==> src/rtl/dint_pkg.sv <==
// Shared types and constants for the deinterlacer line-buffer path.
// DINT_LINE_LEN is also the wrap size (MAX_SIZE) of the FIFO_1K banks.
package dint_pkg;

    localparam int DINT_LINE_LEN = 10;

    typedef enum logic [1:0] {
        IDLE,
        FILL,
        RUN,
        DRAIN
    } lpc_state_t;

endpackage

==> src/rtl/line_cnt.sv <==
// Pixel position counter for one line: synchronous clear has priority over enable,
// term flags that the next enabled count completes the line.
module line_cnt
    import dint_pkg::*;
#(
    parameter int LINE_LEN = DINT_LINE_LEN,
    parameter int CNT_W    = 10
) (
    input  logic             clock,
    input  logic             reset,
    input  logic             en,
    input  logic             clr,
    output logic [CNT_W-1:0] cnt,
    output logic             term
);

    always_ff @(posedge clock or posedge reset) begin
        if (reset) begin
            cnt <= '0;
        end else if (clr) begin
            cnt <= '0;
        end else if (en) begin
            cnt <= cnt + 1'b1;
        end
    end

    assign term = (cnt == CNT_W'(LINE_LEN - 1));

endmodule

==> src/rtl/line_pingpong_ctrl.sv <==
// Ping-pong sequencer for the two line-buffer FIFOs: one bank is written while the
// other is replayed REPEAT times, then the banks swap after a single bubble cycle.
module line_pingpong_ctrl
    import dint_pkg::*;
#(
    parameter  int LINE_LEN = DINT_LINE_LEN,
    parameter  int CNT_W    = 10,
    parameter  int REPEAT   = 2,
    localparam int PW       = (REPEAT > 1) ? $clog2(REPEAT) : 1
) (
    input  logic          clock,
    input  logic          reset,
    input  logic          in_valid,
    output logic          in_ready,
    input  logic          out_ready,
    output logic          out_valid,
    input  logic          flush,
    output logic          wr_req_a,
    output logic          wr_req_b,
    output logic          rd_req_a,
    output logic          rd_req_b,
    output logic          empty_en_a,
    output logic          empty_en_b,
    output logic          bank_wr,
    output logic [PW-1:0] pass_idx,
    output logic          line_start
);

    localparam logic [PW-1:0] LAST_PASS = PW'(REPEAT - 1);

    lpc_state_t       state;
    lpc_state_t       state_next;
    logic             wdone;
    logic             rdone;
    logic             flush_pend;
    logic [PW-1:0]    pass;
    logic [CNT_W-1:0] rcnt;
    logic [CNT_W-1:0] wcnt_unused;
    logic             w_last;
    logic             r_last;
    logic             filling;
    logic             reading;
    logic             wr_acc;
    logic             rd_acc;
    logic             last_pass;
    logic             swap;
    logic             drain_end;
    logic             rcnt_clr;
    logic             wcnt_clr;

    always_ff @(posedge clock or posedge reset) begin
        if (reset) begin
            state <= IDLE;
        end else begin
            state <= state_next;
        end
    end

    // The read bank is always ~bank_wr, including DRAIN, because entering DRAIN
    // also toggles bank_wr so the freshly written line becomes the read bank.
    always_comb begin
        state_next = state;
        filling    = (state == FILL) || (state == RUN);
        reading    = (state == RUN) || (state == DRAIN);
        in_ready   = filling && !wdone;
        out_valid  = reading && !rdone;
        wr_acc     = in_valid && in_ready;
        rd_acc     = out_valid && out_ready;
        wr_req_a   = wr_acc && !bank_wr;
        wr_req_b   = wr_acc && bank_wr;
        rd_req_a   = rd_acc && bank_wr;
        rd_req_b   = rd_acc && !bank_wr;
        last_pass  = (pass == LAST_PASS);
        empty_en_a = out_valid && bank_wr && last_pass;
        empty_en_b = out_valid && !bank_wr && last_pass;
        line_start = out_valid && (rcnt == '0);
        pass_idx   = pass;
        swap       = ((state == FILL) && wdone) || ((state == RUN) && wdone && rdone);
        drain_end  = (state == DRAIN) && rdone;
        wcnt_clr   = swap || drain_end;
        rcnt_clr   = swap || drain_end || (rd_acc && r_last);

        case (state)
            IDLE:    if (in_valid)  state_next = FILL;
            FILL:    if (swap)      state_next = flush_pend ? DRAIN : RUN;
            RUN:     if (swap)      state_next = flush_pend ? DRAIN : RUN;
            DRAIN:   if (drain_end) state_next = IDLE;
            default:                state_next = IDLE;
        endcase
    end

    // A swap into DRAIN keeps wdone high so the write side stays blocked.
    always_ff @(posedge clock or posedge reset) begin
        if (reset) begin
            bank_wr    <= 1'b0;
            wdone      <= 1'b0;
            rdone      <= 1'b0;
            pass       <= '0;
            flush_pend <= 1'b0;
        end else begin
            if (swap) begin
                bank_wr <= !bank_wr;
            end

            if (drain_end || (swap && !flush_pend)) begin
                wdone <= 1'b0;
            end else if (wr_acc && w_last) begin
                wdone <= 1'b1;
            end

            if (swap || drain_end) begin
                rdone <= 1'b0;
                pass  <= '0;
            end else if (rd_acc && r_last) begin
                if (last_pass) begin
                    rdone <= 1'b1;
                end else begin
                    pass <= pass + 1'b1;
                end
            end

            if (swap && flush_pend) begin
                flush_pend <= 1'b0;
            end else if (flush && filling) begin
                flush_pend <= 1'b1;
            end
        end
    end

    line_cnt #(
        .LINE_LEN (LINE_LEN),
        .CNT_W    (CNT_W)
    ) u_wcnt (
        .clock (clock),
        .reset (reset),
        .en    (wr_acc),
        .clr   (wcnt_clr),
        .cnt   (wcnt_unused),
        .term  (w_last)
    );

    line_cnt #(
        .LINE_LEN (LINE_LEN),
        .CNT_W    (CNT_W)
    ) u_rcnt (
        .clock (clock),
        .reset (reset),
        .en    (rd_acc),
        .clr   (rcnt_clr),
        .cnt   (rcnt),
        .term  (r_last)
    );

endmodule

==> config.mk <==
export PLATFORM = sky130hd
export DESIGN_NAME = line_pingpong_ctrl
export DESIGN_NICKNAME = d
export VERILOG_FILES = /design/src/rtl/dint_pkg.sv /design/src/rtl/line_cnt.sv /design/src/rtl/line_pingpong_ctrl.sv
export SDC_FILE = /design/constraint.sdc
export NUM_CORES = 1
export LEC_CHECK = 0
export ABC_AREA = 1
export CAP_MARGIN = 40
export CORE_MARGIN = 2
export CORE_UTILIZATION = 50
export CTS_CLUSTER_SIZE = 16
export DETAILED_ROUTE_END_ITERATION = 12
export DONT_BUFFER_PORTS = 1
export SETUP_SLACK_MARGIN = 0.4
export SYNTH_ARGS = -nofsm -noshare
export SYNTH_HDL_FRONTEND = slang
export SYNTH_SLANG_ARGS = --single-unit
==> constraint.sdc <==
create_clock -name clock -period 2 [get_ports clock]
set_input_delay 0.5 -clock clock [delete_from_list [all_inputs] [get_ports clock]]
set_output_delay 0.5 -clock clock [all_outputs]
set_load 0.03 [all_outputs]
# After elaboration in Yosys (flattened, before gate mapping)
# Cells that the tools add are included.
# Widths: inputs -> output; s select.
# totals
regBits	27
in_bits	5
out_inout_bits	11
wordCells	81
# classes
n_addsub	3
n_eq_ne	8
mux	19
n_reduce_logical	43
# ops
operator	n
$mux 10	4
$logic_and 1x1->1	22
$add 10x1->10 const B	2
$eq 10x4->1 const B	2
$reduce_bool 2->1	6
$mux 1	11
$logic_not 10->1	1
$logic_or 1x1->1	6
$mux 2	3
$pmux 2 s3	1
$eq 2x2->1 const B	2
$logic_not 1->1	4
$ne 2x2->1 const B	2
$reduce_and 3->1	1
$eq 2x1->1 const B	1
$logic_not 2->1	1
$ne 2x1->1 const B	1
$reduce_and 2->1	1
$reduce_or 2->1	1
$add 1x1->1 const B	1

# Longest topological paths before layout
# logic_depth
depth_word	7
ltp_mapped	10
mapped_depth_nobuf	10

# Cells and area by module
# Synthesis repeated with hierarchy kept, for this count alone.
# hier_totals
cells_unflattened	234
area_unflattened_um2	1715.4
# by_module_without_submodules
mod	instances	cells_per_inst	area_per_inst_um2	seq_area_each_um2
line_cnt	2	80	605.6	250.2
line_pingpong_ctrl	1	74	504.2	175.2

# Worst setup path before layout
# No wires, ideal clock.
# synth_timing
path_kind	register -> output
from	register state[0]
to	output line_start
arrival_time_ns	1.717
required_time_ns	1.500
path_slack_ns	-0.217
stages_incl_launch_ff	7
path_buffers	0
path_cell_list	dfrtp_1 -> inv_1 -> ha_1 -> nor2_1 -> nor2_1 -> nand3_1 -> nor2_1
# synth_between
elab_chain_len	4
elab_cells_between_ends	5
cone_classes	eq/ne: 2; reduce/logical: 3
# synth_lines
element	line_no	rtl
from (decl)	line_pingpong_ctrl.sv:31	lpc_state_t state;
from (signal assigned)	line_pingpong_ctrl.sv:55	state <= state_next;
$eq 2x2->1	line_pingpong_ctrl.sv:64	reading = (state == RUN) || (state == DRAIN);
$logic_or 1x1->1 *	line_pingpong_ctrl.sv:64	
$logic_and 1x1->1 *	line_pingpong_ctrl.sv:66	out_valid = reading && !rdone;
via out_valid	line_pingpong_ctrl.sv:16	output logic out_valid,
$logic_and 1x1->1 *	line_pingpong_ctrl.sv:76	line_start = out_valid && (rcnt == '0);
to (decl)	line_pingpong_ctrl.sv:26	output logic line_start
# Mark *: on every way through the listed nets, which the timed path passes. The rest lies on a longest branch.

# Final worst setup path
# layout_timing
from	register state[0]
to	output rd_req_a
# layout_between
elab_chain_len	5
elab_cells_between_ends	6
cone_classes	eq/ne: 2; reduce/logical: 4
# layout_lines
element	line_no	rtl
$eq 2x2->1	line_pingpong_ctrl.sv:64	
$logic_or 1x1->1 *	line_pingpong_ctrl.sv:64	
$logic_and 1x1->1 *	line_pingpong_ctrl.sv:66	
$logic_and 1x1->1 *	line_pingpong_ctrl.sv:68	rd_acc = out_valid && out_ready;
$logic_and 1x1->1 *	line_pingpong_ctrl.sv:71	rd_req_a = rd_acc && bank_wr;
to (decl)	line_pingpong_ctrl.sv:20	output logic rd_req_a,
# Mark *: on every way between the ends. The rest lies on a longest branch, timed or not.

==> metrics.md <==
| Metric | Value |
|---|---|
| Non-Filler Instances | ~300 |
| Final number of hold-violating endpoints | 0 |
| Final worst slack | -0.158 ns |
| Clock buffer count from CTS | 3 |
| First-pass GRT wire length | about 7000 um |
| DRC errors left | 0 |
| Wire per inst | ~13 um |
| Placed cell count | about 290 |
| Crit path largest cell delay | roughly 0.47 ns |
| # rows | 21 |
| All-Layer GR Usage | 21.4% |
| NumNets Final | about 280 |
| Clock Skew | 0.00731 ns |
| Status | complete, but fails checks |
| Post-Syn Nets | ~260 |
| Critical path's most frequent cell | inv_2 |
| R2r setup slk | around 0.20 ns |
| Synthesized area | 0.00175 mm2 |
| DR iter-0 viols | between 70 and 80 |
| Final GP Congestion | 0.794 |
| RSZ-0062 raised after global routing | true |
| Most common cell after layout, fill and taps aside | nand2_1 |
| Top delay family on crit path | flip-flops |
| CTS max path bufs | 2 |
| Die span in y | ~63 um |
| Vias per Instance | roughly 5.2 |
| CTS clk-pin slew, worst paths | 0.15 ns |
| Mapped Avg Cell Area | roughly 7.2 um2 |
| Pins Over Slew Limit | 0 |
| Core Util, Final | ~70% |
| Synth cell types | 24 |
| GRT overflow | 0 |
| Root Buffer | clkbuf_4 |
| Slew HR | around three quarters |
| HP Class | input pin to async pin |
| CP arrival | approximately 1.7 ns |
| CP required | ~1.5 ns |
| Fmax | around 0.46 GHz |
| Area taken by multi-input logic gates | 0.00118 mm2 |
| CP max FO | 3 |
| Worst reg2reg path endpoint | u_rcnt.cnt[6]$_DFFE_PP0P_ |
| Synth Register Bits | 27 |
| Clock sinks | 27 |
| Worst slew pin tran | 0.390 ns |
| Vias in the first global route | 1521 |
| Width of the die | around 63 um |
| Final Cycle Share | 108% |
| Final wirelength | 4110 um |
| Power density cells | 1370 mW/mm2 |
| Place WS | approximately 0.16 ns |
| Worst Hold Slack | 0.0842 ns |
| Crit path capture type | primary output |
| CTS tree | yes |
| Maximum Capacitance Violations | 0 |
| Lkg Pwr | around 1.2 nW |
| Largest net degree at the start of global routing | 28 |
| P&R area growth vs syn | 34.7% |
| Via count | 1601 |
| Syn Inst Count | 243 |
| Pre-Repair DR Iteration Count | 4 |
| Core Footprint | about 0.0034 mm2 |
| Crit path from | state[0]$_DFFE_PP0P_ |
| Ports | 16 |
| Final antenna-violating net count | 0 |
| Reg2reg path depth | 13 |
| Skew-Pair Late Insertion Delay | between 0.3 and 0.4 ns |
| Most frequent cells in the layout | 50 x nand2_1, 37 x inv_1, 25 x dfrtp_1 |
| Initial antenna violation count | 0 |
| Worst r2r src | state[1]$_DFFE_PP0P_ |
| Setup violators final | 8 |
| Min Tclk post-route | 2.16 ns |
| Slowest cell on the critical path | dfrtp_1 |
| Hold-fix buffers at CTS | 0 |
| Filler cell count | 268 |
| Register area | just under 700 um2 |
| Peak supply drop | ~0.61 mV |
| CP startpoint kind | register |
| H-tree depth | 1 |
| CP Cell Sequence | inv_2 -> ha_4 -> inv_2 -> nand2_4 -> buf_12 -> nand3_4 -> nor2_4 |
| Failing checks | setup timing |
| Port Buf Inserts | 0 |
| Post-DP HPWL | 2780 um |
| Critical path buffer and inverter count | 3 |
| Die area | between 0.003 and 0.004 mm2 |
| Yosys warnings | 0 |
| Fraction of layout cells with a size suffix above 1 | ~33% |
| Initial Util | a little over half |
| WS Path Type | register to primary output |
| Share of the yosys chip area belonging to registers | about two fifths |
| # diodes | 0 |
## metrics by stage
step           instance area (um2)  TNS, ns  power [W]
3_5_place_dp                  1940        0    0.00223
6_report                      2360   -0.658    0.00323
2_1_floorplan                 1880        0    0.00199
5_1_grt                       2360    -1.16    0.00345
4_1_cts                       2220   -0.678    0.00298
3_3_place_gp                  1940        0    0.00218
## logic make-up after synthesis
logic type	after synthesis	share of synthesized area [%]
buffers and inverters	50	12.2
XOR/XNOR	4	2.00
flip-flops	27	38.5
AND/OR/NAND/NOR	128	33.5
adder cells (fa/ha/maj)	9	6.42
AO/OA/AOI/OAI	25	7.42
## cell usage after synthesis, drive strengths merged
library cell  instances  area share, %
nand2                57             12
inv                  46            9.8
nor2                 34            8.3
dfrtp                27             39
nand3                21            7.1
o21ai                14            4.0
ha                    9            6.4
a21oi                 8            2.3
nor3                  8            2.6
nand4                 6            2.1
buf                   4            2.4
xor2                  4            2.0
a31oi                 1           0.36
nor3b                 1           0.43
o22ai                 1           0.36
o31ai                 1           0.43
or2                   1           0.36
## repair_timing
action	CTS	global route
setup buffers	6	7
pin swaps	23	21
cloned	1	0
resized for setup	52	22
endpoints found under the setup margin	27	33
hold endpoints to repair	0	0
## per-layer routing
| metal | share of wire (%) | vias to the layer above | GRT usage [%] |
|---|---|---|---|
| met5 | 0 | - | 0 |
| li1 | - | 805 | - |
| met3 | 3.3 | 4 | 2.68 |
| met1 | 44 | 759 | 26.8 |
| met2 | 51 | 33 | 38.2 |
| met4 | 1.1 | 0 | 7.34 |
## flip-flops by register name, indices dropped and copies added (netlist names)
signal and cells:
state 2, bank_wr 1, rdone 1, flush_pend 1
u_rcnt.cnt 10, u_wcnt.cnt 10, pass_idx 1, wdone 1
## final cells by class
class	count	area share, %
clock buffer	4	1.11
sequential	27	28.7
timing repair buffer	20	9.53
inverter	46	8.15
multi-input combinational	166	50.1
tap	46	2.44
## worst max-delay path by stage
stage	slack [ns]	to	depth (start not counted)
6_report	-0.16	rd_req_a	7
5_1_grt	-0.22	rd_req_a	7
4_1_cts	-0.15	empty_en_b	6
3_5_place_dp	0.16	empty_en_b	5
3_3_place_gp	0.23	empty_en_a	5
2_1_floorplan	0.25	line_start	6
## power by group
| part | switching (W) | internal [W] |
|---|---|---|
| sequential | 0.000166 | 0.000671 |
| clock | 0.000172 | 0.0000785 |
| combinational | 0.00125 | 0.000897 |
| total | 0.00159 | 0.00165 |
(Power assumes the default switching activity.)
